`src/rtl/debug_seg_scan_if.sv`:
```
// Bundle carrying the debug word, the display controls and the registered
// common-anode display outputs of debug_seg_scan.
interface debug_seg_scan_if;
    logic [15:0] data;
    logic        hold;
    logic        clr_chg;
    logic        blank_lz;
    logic [3:0]  an;
    logic [6:0]  seg;
    logic        dp;
    logic [3:0]  chg;

    modport master (
        output data, hold, clr_chg, blank_lz,
        input  an, seg, dp, chg
    );

    modport slave (
        input  data, hold, clr_chg, blank_lz,
        output an, seg, dp, chg
    );
endinterface

```
`src/rtl/debug_seg_scan.sv`:
```
// Time-multiplexed four-digit hex display of a 16-bit debug word, with
// display hold, sticky per-nibble change flags on the decimal points and
// optional leading-zero blanking. All display outputs are registered, active-low.
module debug_seg_scan #(
    parameter int unsigned SCAN_DIV = 50000
) (
    input  logic             clk,
    input  logic             rst,
    debug_seg_scan_if.slave  bus
);

    localparam int unsigned CW = (SCAN_DIV > 1) ? $clog2(SCAN_DIV) : 1;
    localparam logic [CW-1:0] CNT_LAST = CW'(SCAN_DIV - 1);

    logic [CW-1:0] cnt;
    logic [1:0]    idx;
    logic [1:0]    idx_nx;
    logic [15:0]   disp;
    logic [3:0]    chg_q;
    logic [3:0]    chg_nx;
    logic [3:0]    an_q;
    logic [6:0]    seg_q;
    logic          dp_q;
    logic          tick;
    logic [3:0]    nib;
    logic          blank;
    logic [6:0]    seg_nx;

    function automatic logic [6:0] hex_decode(input logic [3:0] v);
        logic [6:0] s;
        case (v)
            4'h0: s = 7'h40;
            4'h1: s = 7'h79;
            4'h2: s = 7'h24;
            4'h3: s = 7'h30;
            4'h4: s = 7'h19;
            4'h5: s = 7'h12;
            4'h6: s = 7'h02;
            4'h7: s = 7'h78;
            4'h8: s = 7'h00;
            4'h9: s = 7'h10;
            4'hA: s = 7'h08;
            4'hB: s = 7'h03;
            4'hC: s = 7'h46;
            4'hD: s = 7'h21;
            4'hE: s = 7'h06;
            default: s = 7'h0E;
        endcase
        return s;
    endfunction

    always_comb begin
        tick   = (cnt == CNT_LAST);
        idx_nx = idx + 2'd1;
        nib    = disp[{idx_nx, 2'b00} +: 4];
        // A digit is blanked only when it and every more significant nibble are zero.
        case (idx_nx)
            2'd1:    blank = bus.blank_lz && (disp[15:4] == '0);
            2'd2:    blank = bus.blank_lz && (disp[15:8] == '0);
            2'd3:    blank = bus.blank_lz && (disp[15:12] == '0);
            default: blank = 1'b0;
        endcase
        seg_nx = blank ? '1 : hex_decode(nib);
    end

    // Clear first, then set: a change seen in the clearing cycle still flags.
    always_comb begin
        chg_nx = bus.clr_chg ? '0 : chg_q;
        if (!bus.hold) begin
            for (int unsigned i = 0; i < 4; i++) begin
                if (bus.data[4*i +: 4] != disp[4*i +: 4]) begin
                    chg_nx[i] = 1'b1;
                end
            end
        end
    end

    always_ff @(posedge clk) begin
        if (rst) begin
            cnt   <= '0;
            idx   <= 2'd3;
            disp  <= '0;
            chg_q <= '0;
            an_q  <= '1;
            seg_q <= '1;
            dp_q  <= 1'b1;
        end else begin
            cnt   <= tick ? '0 : cnt + 1'b1;
            chg_q <= chg_nx;
            if (!bus.hold) begin
                disp <= bus.data;
            end
            if (tick) begin
                idx   <= idx_nx;
                an_q  <= ~(4'b0001 << idx_nx);
                seg_q <= seg_nx;
                dp_q  <= ~chg_q[idx_nx];
            end
        end
    end

    assign bus.an  = an_q;
    assign bus.seg = seg_q;
    assign bus.dp  = dp_q;
    assign bus.chg = chg_q;

endmodule

```
`src/flat_wrapper.sv`:
```
// flat-port wrapper written by rule: the top's interface ports become plain ports
module debug_seg_scan_flat 
#(
    parameter int unsigned SCAN_DIV = 50000
)
  (clk, rst, bus_data, bus_hold, bus_clr_chg, bus_blank_lz, bus_an, bus_seg, bus_dp, bus_chg);
  debug_seg_scan_if bus_i ();
  input  logic clk;
  input  logic rst;
  input wire logic [$bits(bus_i.data)-1:0] bus_data;
  input wire logic [$bits(bus_i.hold)-1:0] bus_hold;
  input wire logic [$bits(bus_i.clr_chg)-1:0] bus_clr_chg;
  input wire logic [$bits(bus_i.blank_lz)-1:0] bus_blank_lz;
  output wire logic [$bits(bus_i.an)-1:0] bus_an;
  output wire logic [$bits(bus_i.seg)-1:0] bus_seg;
  output wire logic [$bits(bus_i.dp)-1:0] bus_dp;
  output wire logic [$bits(bus_i.chg)-1:0] bus_chg;
  assign bus_i.data = bus_data;
  assign bus_i.hold = bus_hold;
  assign bus_i.clr_chg = bus_clr_chg;
  assign bus_i.blank_lz = bus_blank_lz;
  assign bus_an = bus_i.an;
  assign bus_seg = bus_i.seg;
  assign bus_dp = bus_i.dp;
  assign bus_chg = bus_i.chg;
  debug_seg_scan #(.SCAN_DIV(SCAN_DIV)) u_core (.clk(clk), .rst(rst), .bus(bus_i));
endmodule
```
`config.mk`:
```
export PLATFORM = sky130hd
export DESIGN_NAME = debug_seg_scan_flat
export DESIGN_NICKNAME = d
export VERILOG_FILES = /design/src/rtl/debug_seg_scan_if.sv /design/src/rtl/debug_seg_scan.sv /design/src/flat_wrapper.sv
export SDC_FILE = /design/constraint.sdc
export NUM_CORES = 1
export LEC_CHECK = 0
export ABC_AREA = 1
export CAP_MARGIN = 20
export CELL_PAD_IN_SITES_DETAIL_PLACEMENT = 1
export CELL_PAD_IN_SITES_GLOBAL_PLACEMENT = 2
export CORE_MARGIN = 3
export CORE_UTILIZATION = 31
export DETAILED_ROUTE_END_ITERATION = 6
export GPL_TIMING_DRIVEN = 0
export PLACE_DENSITY = 0.9
export SYNTH_ARGS = -nofsm -noshare
export SYNTH_HDL_FRONTEND = slang
export SYNTH_SLANG_ARGS = --single-unit
```
`constraint.sdc`:
```
create_clock -name clk -period 2.6 [get_ports clk]
set_clock_uncertainty 0.2 [all_clocks]
set_input_delay 0.52 -clock clk [delete_from_list [all_inputs] [get_ports clk]]
set_output_delay 0.52 -clock clk [all_outputs]
set_load 0.05 [all_outputs]
```
# Yosys cells after proc, flatten, opt, wreduce, memory -nomap -nowiden

Memory sizes are Yosys's and may differ from the RTL's.
Index checks and enable logic that the tools add are counted.

Eq/ne operators: 8
$lt $le $gt $ge: 1
Bitwise operators: 2
Muxes and demuxes: 10
$add $sub $neg: 2
Shift-type cells: 2
Reductions and logical operators: 7

Operators by type and width:

| kind                    | count |
|---|---|
| $add A16 B1 Y16 const B | 1 |
| $eq A16 B16 Y1 const B  | 1 |
| $ne A4 B4 Y1            | 4 |
| $shiftx A16 B5 Y4       | 1 |
| $logic_not A12 Y1       | 1 |
| $logic_not A8 Y1        | 1 |
| $mux W4                 | 2 |
| $mux W7                 | 1 |
| $mux W1                 | 5 |
| $eq A2 B2 Y1 const B    | 2 |
| $logic_not A4 Y1        | 1 |
| $not A4 Y4              | 1 |
| $shl A1 B2 Y4 const A   | 1 |
| $logic_and A1 B1 Y1     | 3 |
| $lt A2 B3 Y1 const B    | 1 |
| $pmux W1 S3             | 1 |
| $add A2 B1 Y2 const B   | 1 |
| $bmux W1 S2             | 1 |
| $eq A2 B1 Y1 const B    | 1 |
| $reduce_or A2 Y1        | 1 |
| $not A1 Y1              | 1 |

Flip-flop bits (word level): 50
Word-level logic and storage cells: 40
Memory bits (read-only): 112
Memories: 1
Output and inout bits: 16
Input port bits: 21

Memories:

| name            | depth | bits a word | read ports | clocked after memory_dff | write ports | RTL line             | RTL |
|---|---|---|---|---|---|---|---|
| (no name shown) | 16    | 7           | 1          | 0                        | 0           | debug_seg_scan.sv:31 | `case (v)` |

# Longest topological paths before layout

Gate-level depths: netlist of the first run.

Depth after elaboration: 4
Mapped depth: 14
Mapped depth without buffers: 14

# Least setup slack after synthesis of the first run

Ideal clock, no wire load.

Kind: reg2reg
Start: register u_core.idx[0]
End: register u_core.seg_q[3] (netlist: u_core.bus.seg[3])
Stages on the path, launching flop included: 14
Setup time: 114 ps
Path buffers: 0
Slack: 422 ps
Arrival time: 1,864 ps
Required time: 2,286 ps
Period minus slack after synthesis: 2,178 ps
Cell sequence: dfxtp_1 inv_2 ha_1 inv_2 nand3_1 nand2_1 inv_1 ha_1 nand2_2 nand2_1 nand2_1 nand2_1 nor2_1 nor2_1

Longest elaborated chain between the ends: 4
Elaborated cells between the ends (all ways): 8
Those cells by class: 1 x add/sub; 3 x eq/ne; 1 x shift; 2 x mux; 1 x memory

RTL lines:

| element                                         | RTL line             | RTL |
|---|---|---|
| start, declared                                 | debug_seg_scan.sv:16 | `logic [1:0] idx;` |
| start signal, assigned                          | debug_seg_scan.sv:94 | `idx <= idx_nx;` |
| $add A2 B1 Y2 *                                 | debug_seg_scan.sv:54 | `idx_nx = idx + 2'd1;` |
| named net u_core.idx_nx[0]                      | debug_seg_scan.sv:17 | `logic [1:0] idx_nx;` |
| $shiftx A16 B5 Y4, or another cell as far along | debug_seg_scan.sv:55 | `nib = disp[{idx_nx, 2'b00} +: 4];` |
| $mem_v2 Z16 W7 or $pmux W1 S3 (tied branches)   | -                    |  |
| $mux W7 *                                       | debug_seg_scan.sv:63 | `seg_nx = blank ? '1 : hex_decode(nib);` |
| end signal, assigned                            | debug_seg_scan.sv:96 | `seg_q <= seg_nx;` |
| end, declared                                   | debug_seg_scan.sv:22 | `logic [6:0] seg_q;` |

The timed path passes the listed nets; every way through them passes the cells marked *.
A chain may end at the register's enable or synchronous reset.

# Final worst setup path of the first run

Same ends and word-level chain as after synthesis.

==> summary.txt, run 1 <==
Min path
  • Hold WC Path Type: register to register

Logic synthesis
  • FFs w/ async S/R, synth: 0%
  • Post-synth top flop: dfxtp_1
  • Gate Count Post-Synth: 367
  • Mapped cell area: 0.00269 sq mm
  • EDFF count, synth: 0
  • Register area share after synthesis: 37.2%
  • Mapped Avg Cell Area: 7.34 sq um
  • Yosys reg bits: 50
  • Compound-Gate Fraction of Synth Area: 10.5%
  • Synth Area in Adders: 5.11%
  • Post-synthesis xor/xnor area fraction: 6.51%
  • YS warnings: 0
  • Netlist cell types: 32
  • Largest family of logic cells by synthesized area: simple AND/OR/NAND/NOR gates
  • Post-Syn Nets: 399
  • Mux contribution to synthesized area: 0%
  • Post-synthesis simple-gate area fraction: between 30 and 40%

Pwr
  • Net Sw Frac: 26.7%
  • Switching pwr: 0.000429 W
  • VDD IR max: ~280 uV
  • Clk network pwr share: 35.1%
  • Sequential share of power: 50.8%
  • Combinational power share: 14.1%
  • Internal power: ~0.0012 W
  • Pwr per Cell Area: about 490 mW/mm^2
  • P_leak: between 1 and 1.5 nW

Flow run
  • Number of max-cap violations: 0

CTS
  • Setup bufs post-CTS: 0
  • Longest Clk Path Bufs: 2
  • CTS Buf Count: 5
  • Clk pin slew, worst setup/hold paths: about 0.1 ns
  • Post-CTS sizing: 0
  • Hold Buf Count CTS: 0
  • Clock Latency Late Sink: 0.30 ns
  • Clock Sinks: 50
  • CTS tree: done
  • Max H-tree Level: 2
  • Cell chosen for the clock root: clkbuf_8

Timing
  • Slew @ Worst Pin: 0.507 ns
  • Final WS setup: 0.265 ns
  • Final hold vios: 0
  • Final period util: between 80 and 90%
  • Post-route minimum period: between 2 and 2.5 ns
  • Slew headroom: 66.1%
  • Fmax: 428 MHz
  • Final setup TNS: 0 ns
  • # setup viols final: 0
  • RSZ-0062 raised after global routing: no
  • Final Slew Violations: 0

Floorplanning
  • Io pins: 37
  • Row cnt: 33
  • Core Footprint: between 0.008 and 0.009 sq mm
  • Chip width: 99.2 um
  • Die height: approximately 100 um
  • Initial Util: 32.3%
  • DIE AREA: between 0.009 and 0.01 sq mm

Critical path
  • CP cell instances: inv_2 > ha_4 > inv_4 > nand2_2 > nand3_1 > nand2_2 > inv_2 > ha_1 > o21ai_0 > nand2_1 > nand2_1 > nor2_1 > nor2_1
  • Worst-path fanout max: 11
  • Slowest stage delay, CP: about 0.44 ns
  • Kind of critical path: register to register
  • Critical Path AT: 2.39 ns
  • WP buf/inv: 3
  • Critical path's top delay family: adder cells
  • Crit. End Element: register
  • Critical path's slowest cell: dfxtp_1
  • WP data required: 2.65 ns
  • Worst Setup Start Kind: register

Cells and area
  • Final Cell Area: 0.00331 sq mm
  • # diodes: 0
  • Fill cell count: around 1100
  • Layout cells sized above 1: 11.7%
  • Area Growth Syn to Fin: 23.0%
  • Final nets: 442

Drt
  • Via count: 2417
  • 1st-iter DRT viols: 78
  • Antenna Nets Post-Route: 0
  • WL/cell: roughly 13 um
  • Via/cell ratio: 4.68
  • WL final: about 6600 um
  • DRC: 0
  • Pre-antenna DRT Iters: 6

Global routing
  • Largest net degree at the start of global routing: 17
  • First-pass GRT wire length: 11600 um
  • Met3 Resource Use GR: 2.52%
  • Global route overflow: 0
  • GRT Overall Usage: around 14%
  • Initial antenna violation count: 0
  • Number of global-route vias before repair: 2506
  • Met2 Usage GRT: 25.1%
  • GRT busiest layer: met2
  • Global Route met1 Usage: about 18%

Placement
  • Gp weighted congestion: approximately 0.79
  • Number of I/O port buffers: 36
  • Post-DP HPWL: 5320 um
  • Dpl cell area: 0.00318 sq mm
  • Pre-CTS setup slack: 0.0529 ns

Outcome
  • Outcome: complete, no violations
-- synthesized netlist by cell type (3+ instances only) --
library cell,count,area share (%)
nand2_2,10,2.3
xor2_1,7,2.3
dfxtp_1,50,37
a21oi_1,27,5.0
clkbuf_1,4,0.56
inv_1,28,3.9
nand4_1,3,0.70
nand3_2,5,1.9
ha_1,11,5.1
nor2_1,64,8.9
inv_2,6,0.84
xnor2_1,13,4.2
nand3_1,25,4.6
o21ai_0,27,5.0
nor2_4,4,1.7
nand2_1,61,8.5
nor3_1,3,0.56
-- per-stage QoR --
| step | std cells | power [W] | util, % | hold slack, ns |
|---|---|---|---|---|
| final | 516 | 0.00161 | 39.7 | 0.269 |
| after global routing | 516 | 0.00170 | 39.7 | 0.304 |
| after CTS | 516 | 0.00163 | 39.5 | 0.278 |
| after detailed placement | 508 | 0.00106 | 38.2 | 0.257 |
| after global placement | 508 | 0.00106 | 38.2 | 0.239 |
| after floorplan | 367 | 0.000976 | - | 0.229 |
-- worst register-to-register path, stage by stage, from the launching register on --
cell and delay (ns):
dfxtp_1 0.44, inv_2 0.16, ha_4 0.35, inv_4 0.08, nand2_2 0.07, nand3_1 0.08
nand2_2 0.13, inv_2 0.07, ha_1 0.29, o21ai_0 0.17, nand2_1 0.07, nand2_1 0.07
nor2_1 0.04, nor2_1 0.07
-- worst paths after layout --
path / start / to / slack (ns) / cells after the start
worst min register to register: u_core.cnt[0] / u_core.cnt[0] / 0.27 / 1
worst max register to register: u_core.idx[0] / u_core.bus.seg[3] / 0.26 / 13
worst min-delay path: u_core.cnt[0] / u_core.cnt[0] / 0.27 / 1
worst max-delay path: u_core.idx[0] / u_core.bus.seg[3] / 0.26 / 13
-- placed cells by master (no fill, tap or decap), types with 13 or more instances in the layout --
master | netlist | final
nor2_1 | 64 | 64
nand2_1 | 61 | 61
dfxtp_1 | 50 | 50
clkdlybuf4s50_1 | 0 | 36
inv_1 | 28 | 28
o21ai_0 | 27 | 27
a21oi_1 | 27 | 27
nand3_1 | 25 | 25
xnor2_1 | 13 | 13
-- cells by family (layout without fill, tap and decap cells) --
group,after synthesis,in the layout
flip-flops,50,50
AND/OR/NAND/NOR,186,186
AO/OA/AOI/OAI,56,56
XOR/XNOR,20,20
adder cells (fa/ha/maj),11,11
buffers and inverters,44,88
-- flip-flops by register name, summed over array words and instances (netlist names) --
signal	count
u_core.bus.an	4
u_core.bus.seg	7
u_core.bus.chg	4
u_core.cnt	16
u_core.bus.dp	1
u_core.disp	16
u_core.idx	2
-- power by group through the flow --
| stage | combinational (W) | clock (W) | sequential, W |
|---|---|---|---|
| after CTS | 0.000230 | 0.000583 | 0.000817 |
| after floorplan | 0.000131 | 0 | 0.000845 |
| final | 0.000226 | 0.000565 | 0.000817 |
| after detailed placement | 0.000230 | 0 | 0.000835 |
| after global placement | 0.000224 | 0 | 0.000834 |
| after global routing | 0.000257 | 0.000626 | 0.000822 |
-- layout make-up --
class                   count  area [sq um]  area share, %
plain buffers               7          45.0           1.36
clock inverters             3          43.8           1.32
flip-flops and latches     50          1000           30.2
repair buffers             36           360           10.9
multi-input cells         273          1520           45.8
well taps                 105           131           3.97
clock buffers               5          68.8           2.08
inverters                  37           145           4.38
-- layer usage --
metal	routed length, um	up-vias
li1	-	1253
met1	3060	1126
met2	3250	34
met3	210	4
met4	57	0
met5	0	-
No activity file was read; power rests on OpenSTA's default activity.
==> inputs of run 2 (changes only) <==
--- a/config.mk
+++ b/config.mk
@@ -14,6 +14,8 @@
 export DETAILED_ROUTE_END_ITERATION = 6
 export GPL_TIMING_DRIVEN = 0
 export PLACE_DENSITY = 0.9
+export REMOVE_ABC_BUFFERS = 1
+export SETUP_SLACK_MARGIN = 0.5
 export SYNTH_ARGS = -nofsm -noshare
 export SYNTH_HDL_FRONTEND = slang
 export SYNTH_SLANG_ARGS = --single-unit
==> run 2 against run 1 <==
Clock-buffer cell count is 1 higher; register-to-register slack better by 0.28 ns; largest power group unchanged; die area stayed put; flip-flop and latch count stayed put; critical path type unchanged; utilization is 1.2 points higher; power is 5.7% lower; via count is 1.4% higher; first-iteration DRC count is 44% lower.
==> summary.txt, run 2 (synthesis gave the netlist of run 1 again) <==
Outcome
  • Outcome: complete, no violations (unchanged)

Drt
  • WL/cell: 12.8 um (was 12.7 um)
  • Pre-antenna DRT Iters: 4 (was 6)
  • DRC: 0 (unchanged)
  • Via/cell ratio: 4.71 (was 4.68)
  • Antenna Nets Post-Route: 0 (unchanged)
  • Via count: 2452 (was 2417)
  • WL final: 6680 um (was 6570 um)
  • 1st-iter DRT viols: 44 (was 78)

Floorplanning
  • Io pins: 37 (unchanged)
  • Row cnt: 33 (unchanged)
  • Chip width: 99.2 um (unchanged)
  • Die height: 99.2 um (unchanged)
  • Initial Util: 32.3% (unchanged)
  • DIE AREA: 0.00984 sq mm (unchanged)
  • Core Footprint: 0.00834 sq mm (unchanged)

Global routing
  • Initial antenna violation count: 0 (unchanged)
  • Global route overflow: 0 (unchanged)
  • Number of global-route vias before repair: 2512 (was 2506)
  • GRT Overall Usage: 13.9% (was 14.2%)
  • First-pass GRT wire length: 11200 um (was 11600 um)
  • Largest net degree at the start of global routing: 28 (was 17)

Critical path
  • Worst Setup Start Kind: register (unchanged)
  • WP buf/inv: 3 (unchanged)
  • CP cell instances: inv_8 > ha_4 > buf_6 > nand2_1 > nand3_2 > nand2_4 > buf_4 > ha_4 > nand2_4 > nand2_1 > nand2_1 > nand2_1 > nor2_1 > nor2_1 (was inv_2 > ha_4 > inv_4 > nand2_2 > nand3_1 > nand2_2 > inv_2 > ha_1 > o21ai_0 > nand2_1 > nand2_1 > nor2_1 > nor2_1)
  • Critical path's top delay family: simple AND/OR/NAND/NOR gates (was adder cells)
  • Critical path's slowest cell: dfxtp_4 (was dfxtp_1)
  • WP data required: 2.61 ns (was 2.65 ns)
  • Crit. End Element: register (unchanged)
  • Worst-path fanout max: 4 (was 11)
  • Crit-path most repeated cell: nand2_1
  • Critical Path AT: 2.06 ns (was 2.39 ns)
  • Slowest stage delay, CP: 0.40 ns (was 0.44 ns)
  • Kind of critical path: register to register (unchanged)

CTS
  • CTS tree: done (unchanged)
  • Clk pin slew, worst setup/hold paths: 0.09 ns (was 0.10 ns)
  • Cell chosen for the clock root: clkbuf_8 (unchanged)
  • Clock Sinks: 50 (unchanged)
  • Max H-tree Level: 2 (unchanged)
  • Hold Buf Count CTS: 0 (unchanged)
  • Longest Clk Path Bufs: 2 (unchanged)
  • Clock Latency Late Sink: 0.31 ns (was 0.30 ns)
  • CTS Buf Count: 5 (unchanged)

Cells and area
  • Util after Layout: 40.9% (was 39.7%)
  • Register area: 0.00101 sq mm (was 0.00100 sq mm)
  • Area Growth Syn to Fin: 26.6% (was 23.0%)
  • Commonest non-fill, non-tap cell in the layout: nor2_1 (unchanged)
  • Fill cell count: 1039 (was 1086)
  • Final nets: 447 (was 442)
  • Commonest cells after routing, fill and taps aside: nor2_1, nand2_1, dfxtp_1 (unchanged)
  • Layout cells sized above 1: 17.1% (was 11.7%)
  • Finished Layout Cells: 521 (was 516)
  • Multi-input combinational cell area: 0.00159 sq mm (was 0.00152 sq mm)
  • # diodes: 0 (unchanged)

Timing
  • RSZ-0062 raised after global routing: yes (was no)
  • Fmax: 487 MHz (was 428 MHz)
  • Final period util: 78.9% (was 89.8%)
  • Post-route minimum period: 2.05 ns (was 2.34 ns)
  • Final WS setup: 0.548 ns (was 0.265 ns)
  • WHS: 0.283 ns (was 0.269 ns)
  • Final setup TNS: 0 ns (unchanged)
  • Slew @ Worst Pin: 0.714 ns (was 0.507 ns)
  • Final hold vios: 0 (unchanged)
  • Slew headroom: 52.4% (was 66.1%)
  • Final Slew Violations: 0 (unchanged)
  • # setup viols final: 0 (unchanged)

Pwr
  • Pwr per Cell Area: 445 mW/mm^2 (was 486 mW/mm^2)
  • P_leak: 1.39 nW (was 1.36 nW)
  • VDD IR max: 206 uV (was 279 uV)

Flow run
  • Number of max-cap violations: 0 (unchanged)

Placement
  • Pre-CTS setup slack: -0.342 ns (was 0.0529 ns)
  • Post-DP HPWL: 5130 um (was 5320 um)
  • Number of I/O port buffers: 36 (unchanged)
  • Placed cells: 501 (was 508)
  • Gp weighted congestion: 0.789 (was 0.791)

Min path
  • Hold WC Path Type: register to register (unchanged)
## run 2: per-layer routing
layer / up-vias / part of all wire [%] / global-route usage, %
met1: 1142 / 44 / 16.4
met5: - / 0 / 0
met2: 29 / 52 / 26.0
li1: 1275 / - / -
met3: 6 / 2.6 / 2.45
met4: 0 / 0.91 / 3.15
## run 2: what timing repair did
action,4_1_cts,5_1_grt
buffers inserted,6,6
pin swaps,2,7
endpoints found under the setup margin,40,12
gates resized for setup,29,20
## run 2: layout make-up
cell class	count	area share, %
sequential	50	29.5
clock buffer	6	2.13
inverter	37	4.77
tap	105	3.85
clock inverter	2	0.404
multi-input combinational	273	46.6
timing repair buffer	48	12.8
## run 2: power breakdown
group / internal [W] / switching [W] / total [W]
logic: 0.000103 / 0.000135 / 0.000238
registers: 0.000790 / 0.0000240 / 0.000814
clock network: 0.000191 / 0.000274 / 0.000465
## run 2: stage by stage
stage,power (W),cell area (sq um)
after floorplan,0.000968,2650
after global placement,0.00105,3140
after detailed placement,0.00106,3140
after CTS,0.00152,3290
after global routing,0.00160,3410
final,0.00152,3410
## run 2: worst paths after layout
path | start | end | slack, ns | cells after the start
max | u_core.idx[0] | u_core.bus.seg[6] | 0.55 | 14
min | u_core.cnt[0] | u_core.cnt[0] | 0.28 | 1
max reg2reg | u_core.idx[0] | u_core.bus.seg[6] | 0.55 | 14
min reg2reg | u_core.cnt[0] | u_core.cnt[0] | 0.28 | 1
==> variant (settings of run 2) <==
`SCAN_DIV` is set to 50000 in 2 places; all go to 100000.
--- a/src/rtl/debug_seg_scan.sv
+++ b/src/rtl/debug_seg_scan.sv
@@ -2,7 +2,7 @@
 // display hold, sticky per-nibble change flags on the decimal points and
 // optional leading-zero blanking. All display outputs are registered, active-low.
 module debug_seg_scan #(
-    parameter int unsigned SCAN_DIV = 50000
+    parameter int unsigned SCAN_DIV = 100000
 ) (
     input  logic             clk,
     input  logic             rst,
--- a/src/flat_wrapper.sv
+++ b/src/flat_wrapper.sv
@@ -1,7 +1,7 @@
 // flat-port wrapper written by rule: the top's interface ports become plain ports
 module debug_seg_scan_flat 
 #(
-    parameter int unsigned SCAN_DIV = 50000
+    parameter int unsigned SCAN_DIV = 100000
 )
   (clk, rst, bus_data, bus_hold, bus_clr_chg, bus_blank_lz, bus_an, bus_seg, bus_dp, bus_chg);
   debug_seg_scan_if bus_i ();
Behaviour: no difference found for any inputs over 10 cycles, from zero or initial values and one cycle with rst high; that may be too few to reach the edited logic, so the function may still have changed.
==> variant against run 2 <==
Synthesized area up 1.8%; worst hold slack lost 0.028 ns; total power grew 7.7%; sequential cell count is 1 higher; wire length up 9.2%; non-clock buffer count is 1 lower; via count up 4.2%; cell area is 3.7% higher; worst setup slack got worse by 0.025 ns; critical endpoint is now u_core.bus.seg[3].
==> variant: results (changes against run 2) <==
fill count - 1061 (+2.1%)
ratio of cells with drive above 1 in the final layout - 15.3% (-1.7 points)
Clk Latency, worst-skew pair - 0.30 ns
CTS clk-pin slew, worst paths - 0.10 ns
DR pass1 iterations - 4 (unchanged)
synth warn - 0 (unchanged)
Leak - 0.00143 µW (+2.9%)
starting DRC count in detailed routing - 48 (+9.1%)
wirelength, routed - 7300 µm (+9.2%)
cts bufs inserted - 5 (unchanged)
Post-synth top flop - dfxtp_1
Slowest-stage cell, CP - dfxtp_4
PortBufs - 36 (unchanged)
count of cell types in the netlist - 31 (-3.1%)
initial antenna violation count - 0 (unchanged)
Slew HR - 50.6% (-1.8 points)
max reg flops - 17
register area share after synthesis - 37.3% (+0.086 points)
DR vias - 2556 (+4.2%)
Power, Total - 1630 µW (+7.7%)
total track usage - 14.5% (+0.63 points)
top cells by area, synth - dfxtp_1 37%, nor2_1 9.6%, nand2_1 9.5%
root buffer cell - clkbuf_8
R2R cell count - 13 (-1)
vias in the first global route - 2615 (+4.1%)
Pint - 1190 µW (+10%)
cell count after synthesis - 383 (+4.4%)
Avg WL per Cell - 13.6 µm (+6.4%)
Placed Instance Area - 3180 µm² (+1.2%)
P_comb - 247 µW (+4%)
Sequential Power - 829 µW (+2%)
commonest cells in the netlist - 70 x nor2_1, 69 x nand2_1, 51 x dfxtp_1
Max rail drop VDD - 0.235 mV (+14%)
Hold Path Depth - 1 (unchanged)
CTS Buffer Depth - 2 (unchanged)
largest net degree at the start of global routing - 29 (+3.6%)
first-pass GRT wire length - 11900 µm (+6.1%)
status - complete, no violations
DP Worst Slack - -0.360 ns (-0.0185 ns)
Final nets - 462 (+3.4%)
DRC errors left - 0 (unchanged)
CP peak stage delay - 0.40 ns (about the same)
largest register by flop count - u_core.cnt
Synth async-reset ratio - 0% (unchanged)
Antenna Cells - 0 (unchanged)
Placer Congestion - 0.857 (+8.7%)
Crit path max-delay family - simple AND/OR/NAND/NOR gates
Hold WC Path Type - flop to flop
placed cells - 515 (+2.8%)
H-tree Lvls - 2 (unchanged)
Critical Path Fanout Max - 6 (+2)
DP Wirelength - 5190 µm (+1.1%)
Worst Path Arrival - 2.08 ns (+0.02 ns)
-- variant: cell count changes in the layout (fill, tap and decap cells not counted), moves of 2 or more --
cell	before	now
nor2_4	4	2
nand2_4	5	8
nand3_1	21	27
inv_1	25	32
nand4_1	3	1
nand2_2	8	3
nor3_2	2	0
o21ai_0	26	29
nand3_2	9	6
nand3_4	0	4
nor2_1	64	69
inv_4	3	0
a21oi_1	27	19
nand2_1	60	65
-- variant: worst paths after layout --
check,from,to,slack [ns]
min reg2reg,u_core.cnt[0],u_core.cnt[0],0.25
max,u_core.idx[0],u_core.bus.seg[3],0.52
max reg2reg,u_core.idx[0],u_core.bus.seg[3],0.52
min,u_core.cnt[0],u_core.cnt[0],0.25
-- variant: per-layer routing --
metal  up-vias  GRT usage [%]  part of all wire [%]  wire length, µm
met1      1209           17.6                    44             3220
met3         7           2.29                   2.4              172
met4         0           3.83                   1.0               76
met5         -              0                     0                0
met2        29           26.6                    52             3830
li1       1311              -                     -                -
-- variant: cell type report --
cell class	count	area [µm²]	share of cell area [%]
Timing Repair inverter	1	7.51	0.212
Sequential cell	51	1030	29.0
Clock buffer	6	72.6	2.05
Multi-Input combinational cell	282	1660	47.0
Timing Repair Buffer	47	420	11.9
Inverter	42	186	5.27
Clock inverter	1	30.0	0.849
Tap cell	105	131	3.71
-- variant: cell families (layout without fill, tap and decap cells) --
kind of cell	count (synthesis)	count (layout)	synth area share [%]
AO/OA/AOI/OAI	52	52	9.77
flip-flops	51	51	37.3
buffers and inverters	51	97	7.76
adder cells (fa/ha/maj)	11	11	5.02
AND/OR/NAND/NOR	198	199	33.8
XOR/XNOR	20	20	6.39
-- variant: timing repair --
item	in CTS	in global routing
gates cloned	1	1
buffers inserted	6	5
pin swaps	3	12
endpoints found under the setup margin	60	6
resized for setup	33	31
